### src/rtl/compare_monitor.sv
// Registered post-processor for a 2-bit magnitude comparator: encodes one-hot flags,
// tallies outcomes in saturating counters and tracks a run of equal samples.
module compare_monitor #(
    parameter int CNT_W     = 8,
    parameter int MATCH_LEN = 4
) (
    input  logic             clk,
    input  logic             reset,
    input  logic             clear,
    input  logic             in_valid,
    input  logic             a_less_b,
    input  logic             a_equal_b,
    input  logic             a_greater_b,
    output logic [1:0]       result,
    output logic             result_valid,
    output logic             change,
    output logic             error,
    output logic             match_stable,
    output logic [CNT_W-1:0] less_count,
    output logic [CNT_W-1:0] equal_count,
    output logic [CNT_W-1:0] greater_count
);

    localparam int RUN_W = $clog2(MATCH_LEN + 1);
    localparam logic [RUN_W-1:0] RUN_MAX = RUN_W'(MATCH_LEN);
    localparam logic [CNT_W-1:0] CNT_MAX = '1;

    typedef enum logic [1:0] {
        IDLE,
        TRACK,
        STABLE
    } state_t;

    state_t           state_reg, state_next;
    logic [RUN_W-1:0] run_reg, run_next;
    logic [1:0]       result_reg, result_next;
    logic             result_valid_reg, result_valid_next;
    logic             change_reg, change_next;
    logic             error_reg, error_next;
    logic [CNT_W-1:0] cnt_reg [3];

    // Bit 0 = less, 1 = equal, 2 = greater; index matches cnt_reg.
    logic [2:0] flags;
    logic       one_hot;
    logic       accept;
    logic       malformed;
    logic [1:0] enc;

    assign flags     = {a_greater_b, a_equal_b, a_less_b};
    assign one_hot   = (flags == 3'b001) || (flags == 3'b010) || (flags == 3'b100);
    assign accept    = in_valid && one_hot && !clear;
    assign malformed = in_valid && !one_hot && !clear;

    always_comb begin
        enc = 2'b00;
        case (flags)
            3'b001:  enc = 2'b01;
            3'b010:  enc = 2'b10;
            3'b100:  enc = 2'b11;
            default: enc = 2'b00;
        endcase
    end

    always_comb begin
        state_next        = state_reg;
        run_next          = run_reg;
        result_next       = result_reg;
        result_valid_next = 1'b0;
        change_next       = 1'b0;
        error_next        = 1'b0;
        if (clear) begin
            state_next  = IDLE;
            run_next    = '0;
            result_next = 2'b00;
        end else if (accept) begin
            result_next       = enc;
            result_valid_next = 1'b1;
            // The first sample out of IDLE has no meaningful predecessor.
            change_next       = (state_reg != IDLE) && (enc != result_reg);
            if (a_equal_b) begin
                run_next = (run_reg == RUN_MAX) ? run_reg : run_reg + RUN_W'(1);
            end else begin
                run_next = '0;
            end
            state_next = (run_next == RUN_MAX) ? STABLE : TRACK;
        end else if (malformed) begin
            error_next = 1'b1;
            run_next   = '0;
            state_next = IDLE;
        end
    end

    always_ff @(posedge clk) begin
        if (reset) begin
            state_reg        <= IDLE;
            run_reg          <= '0;
            result_reg       <= 2'b00;
            result_valid_reg <= 1'b0;
            change_reg       <= 1'b0;
            error_reg        <= 1'b0;
        end else begin
            state_reg        <= state_next;
            run_reg          <= run_next;
            result_reg       <= result_next;
            result_valid_reg <= result_valid_next;
            change_reg       <= change_next;
            error_reg        <= error_next;
        end
    end

    genvar gi;
    generate
        for (gi = 0; gi < 3; gi++) begin : g_cnt
            always_ff @(posedge clk) begin
                if (reset || clear) begin
                    cnt_reg[gi] <= '0;
                end else if (accept && flags[gi] && (cnt_reg[gi] != CNT_MAX)) begin
                    cnt_reg[gi] <= cnt_reg[gi] + CNT_W'(1);
                end
            end
        end
    endgenerate

    assign result        = result_reg;
    assign result_valid  = result_valid_reg;
    assign change        = change_reg;
    assign error         = error_reg;
    assign match_stable  = (state_reg == STABLE);
    assign less_count    = cnt_reg[0];
    assign equal_count   = cnt_reg[1];
    assign greater_count = cnt_reg[2];

endmodule

### config.mk
export PLATFORM = sky130hd
export DESIGN_NAME = compare_monitor
export DESIGN_NICKNAME = d
export VERILOG_FILES = /design/src/rtl/compare_monitor.sv
export SDC_FILE = /design/constraint.sdc
export NUM_CORES = 1
export LEC_CHECK = 0
export ABC_AREA = 1
export CAP_MARGIN = 20
export CORE_MARGIN = 1
export CORE_UTILIZATION = 40
export CTS_CLUSTER_DIAMETER = 80
export DETAILED_ROUTE_END_ITERATION = 7
export PLACE_DENSITY = 0.74
export SETUP_SLACK_MARGIN = 0.4
export SKIP_LAST_GASP = 1
export SYNTH_ARGS = -nofsm -noshare
export SYNTH_HDL_FRONTEND = slang
export SYNTH_SLANG_ARGS = --single-unit
### constraint.sdc
create_clock -name clk -period 2 [get_ports clk]
set_clock_uncertainty 0.2 [all_clocks]
set_input_delay 0.3 -clock clk [delete_from_list [all_inputs] [get_ports clk]]
set_output_delay 0.3 -clock clk [all_outputs]
set_load 0.02 [all_outputs]
Word level (Yosys, flattened, before mapping) --
Memory sizes are Yosys's and may differ from the RTL's. Cells that the tools add are included.
Storage, ports and cells: register bits 10, bits in writable memories 24, input bits 7, output and inout port bits 30, logic and storage cells 72, memories kept 1
Memory list:
- cnt_reg | depth 3, bits a word 8, read ports 3, clocked after memory_dff 0, write ports 3, line 40 | logic [CNT_W-1:0] cnt_reg [3];
Operators by class: add/subtract/negate cells 4, eq/ne operators 10, multiplexer cells 26, bitwise logic cells 4, reduce and logical (&&, ||, !) cells 21
Operators with widths (count):
- $add 8x1->8 const B | 3
- $mux 8 | 3
- $ne 8x8->1 const B | 3
- $mux 3 | 6
- $mux 1 | 13
- $logic_and 1x1->1 | 11
- $eq 3x3->1 const B | 3
- $mux 2 | 3
- $pmux 2 s3 | 1
- $reduce_or 3->1 | 2
- $reduce_bool 2->1 | 2
- $add 3x1->3 const B | 1
- $eq 3x1->1 const B | 1
- $eq 3x2->1 const B | 1
- $logic_or 1x1->1 | 3
- $or 1x1->1 | 3
- $eq 2x2->1 const B | 1
- $logic_not 1->1 | 2
- $ne 2x2->1 | 1
- $reduce_or 2->1 | 1
- $not 1->1 | 1

Logic depth before layout (Yosys ltp) --
depth in word-level cells 11, gate-level depth with buffers 8, gate-level depth less buffers 8

Worst setup path after synthesis --
OpenSTA, ideal clock, no wires.
kind reg2reg, from mem cnt_reg[1][0], to mem cnt_reg[1][0], enable pin, library setup time 0.384 ns, arrival time 1.659 ns, required time 1.416 ns, path slack -0.243 ns, cell stages (with the launch flop) 7, buffers on the path 0, period minus slack after synthesis 2.243 ns, cells stage by stage edfxtp_1 ha_1 nand2_1 inv_1 nand2_1 nor2_1 o21ai_0
RTL lines (line):
- start: declaration | 40

==> flow_metrics.env <==
export IMPL_outcome="complete, no violations"
export IMPL_first_pass_iters=4
export IMPL_grt_overflow_total=0
export IMPL_rsz0062_at_grt="true"
export IMPL_ys_seq_area_frac=0.512
export IMPL_clk_pin_slew_ns=0.06
export IMPL_setup_viol=0
export IMPL_min_period_over_period=0.839
export IMPL_ant_nets=0
export IMPL_worstPathRequired_ns=1.76
export IMPL_tightest_slew_ns=0.295
export IMPL_cp_cell_sequence="ha_2 > nand2_2 > inv_2 > nand2_4 > nor2_4 > o21ai_4"
export IMPL_numCtsBuffers=5
export IMPL_dpl_hpwl_um=2660
export IMPL_syn_inst=201
export IMPL_maxCapViolCount=0
export IMPL_slew_violations=0
export IMPL_arrival_ns=1.44
export IMPL_vdd_drop_max_uv=385
export IMPL_area_growth_pct=49.7
export IMPL_antenna_found_initial=0
export IMPL_pwr_density_cell_mw_per_mm2=556
export IMPL_drtIter0Drc=84
export IMPL_start_kind="flip-flop"
export IMPL_fp_dieH_um=69.1
export IMPL_clock_path_buffers=2
export IMPL_drc=0
export IMPL_synth_top_area_frac=0.401
export IMPL_io_pins=37
export IMPL_root_buffer="clkbuf_8"
export IMPL_grt_pass1_vias=1434
export IMPL_place_gp_congestion=0.848
export IMPL_syn_avg_cell_area_sq_um=8.95
export IMPL_grt_max_degree=12
export IMPL_multi_input_area_sq_um=938
export IMPL_syn_cell_area_sq_mm=0.00180
export IMPL_grt_pass1_wl_um=6430
export IMPL_total_power_mw=1.50
export IMPL_clock_sinks=34
export IMPL_numPortBuffers=36
export IMPL_path_max_fanout=8
export IMPL_yosys_most_used_dff="edfxtp_1"
export IMPL_path_buf_inv=1
export IMPL_syn_nets=213
export IMPL_layout_drive_gt1_share=0.353
export IMPL_avgRoutedWirePerCell_um=12.2
export IMPL_placementRows=24
export IMPL_leakagePower_nw=1.21
export IMPL_cts_tree="built"
export IMPL_dieArea_sq_mm=0.00477
export IMPL_stdcell_count=335
export IMPL_die_w_um=69.1
export IMPL_synth_area_top_cells="edfxtp_1, dfxtp_1, nand2_1, nor2_1, inv_1"
export IMPL_holdWs_ns=0.256
export IMPL_antenna_cells=0
export IMPL_ys_seq_elements=34
export IMPL_vias=1631
export IMPL_synth_edf_count=24
export IMPL_synth_top_area_cell="edfxtp_1"
export IMPL_vias_per_cell=4.87
export IMPL_clk_latency_ns=0.29
export IMPL_dp_cells=295
export IMPL_min_period_ns=1.68
export IMPL_largest_reg_flops=24
export IMPL_hold_viol=0
export IMPL_relSlewSlack=0.803
export IMPL_seqCellArea_sq_um=922
export IMPL_htreeDepth=2
export IMPL_cp_top_family="flip-flops"
export IMPL_yosysWarningCount=0
export IMPL_initial_core_util=0.416
export IMPL_drt_total_wl_um=4070
export IMPL_endpoint_kind="flip-flop"
export IMPL_finalSetupTns_ns=0
export IMPL_cp_slowest_cell="edfxtp_1"
export IMPL_synthArstFlopShare=0
export IMPL_hold_path_class="input port to flip-flop"
export IMPL_final_nets=294
export IMPL_worstSetupPathType="flip-flop to flip-flop"
export IMPL_fp_coreArea_sq_mm=0.00432
export IMPL_grt_usage=0.170
export IMPL_max_freq_ghz=0.596
export IMPL_n_fill_cell=384
export IMPL_cpPeakStageDelay_ns=0.43
export IMPL_ys_types=22
==> power breakdown <==
part / switching, mW / internal, mW
Clock: 0.240 / 0.241
Combinational: 0.126 / 0.0926
Sequential: 0.0210 / 0.777
Total: 0.388 / 1.11
==> cell families after synthesis <==
kind of cell / synth area share
AOI/OAI and AO/OA: 0.0278
adders and majority gates: 0.0348
xor gates and xnor gates: 0.0682
and+or+nand+nor: 0.307
buffers and inverters: 0.0501
DFF: 0.512
==> worst reg2reg max path, stage by stage, from the launching register on <==
cell      delay, ns
edfxtp_1       0.43
ha_2           0.21
nand2_2        0.07
inv_2          0.05
nand2_4        0.08
nor2_4         0.05
o21ai_4        0.25
==> area by class of cell <==
| cell class | count | share of cell area |
|---|---|---|
| Multi-Input combinational cell | 143 | 0.349 |
| Sequential cell | 34 | 0.342 |
| Timing Repair Buffer | 74 | 0.221 |
| Inverter | 24 | 0.0335 |
| Clock buffer | 6 | 0.0270 |
| Tap cell | 52 | 0.0242 |
| Clock inverter | 2 | 0.00372 |
==> repair_timing <==
item                                    CTS  global route
endpoints found under the setup margin   78            70
hold buffers                              0             0
buffers inserted                         22            10
pin swaps                                13            14
gates resized for setup                  42            35
==> layer usage <==
| metal | wire, um | global-route usage | part of all wire |
|---|---|---|---|
| met5 | 0 | 0 | 0 |
| met4 | 97 | 0.0907 | 0.024 |
| met3 | 187 | 0.0468 | 0.046 |
| met2 | 1930 | 0.272 | 0.47 |
| met1 | 1860 | 0.209 | 0.46 |
==> through the flow <==
| step | cell area, sq um | utilization | setup slack, ns |
|---|---|---|---|
| 2_1_floorplan | 1860 | - | 0.265 |
| 3_3_place_gp | 2330 | 0.538 | 0.0290 |
| 3_5_place_dp | 2330 | 0.538 | -0.00446 |
| 4_1_cts | 2570 | 0.595 | 0.336 |
| 5_1_grt | 2690 | 0.623 | 0.240 |
| 6_report | 2690 | 0.623 | 0.321 |
==> cells in the mapped netlist (4+ instances only) <==
master     n
nand2_1   40
nor2_1    36
edfxtp_1  24
inv_1     22
nand3_1   14
dfxtp_1   10
xor2_1     9
nand4_1    7
ha_1       5
xnor2_1    5
a21oi_1    4
nand3_2    4
==> worst paths after layout <==
path                  from             to  slack, ns  cells after the start
min reg2reg     run_reg[0]     run_reg[0]       0.27                      2
max          cnt_reg[1][0]  cnt_reg[1][2]       0.32                      6
min               in_valid          error       0.26                      3
max reg2reg  cnt_reg[1][0]  cnt_reg[1][2]       0.32                      6
==> placed cells by master, fill, tap and decap left out, drive strengths merged, types with 4 or more instances in the layout <==
cell	count
clkdlybuf4s15	5
nor2	41
edfxtp	24
nand4	7
xor2	9
nand2	43
inv	24
nand3	18
xnor2	5
clkbuf	12
nor3	5
dfxtp	10
ha	5
a21oi	4
o21ai	6
buf	38
dlygate4sd2	21
Note: power is estimated with default switching activity, not from simulation.
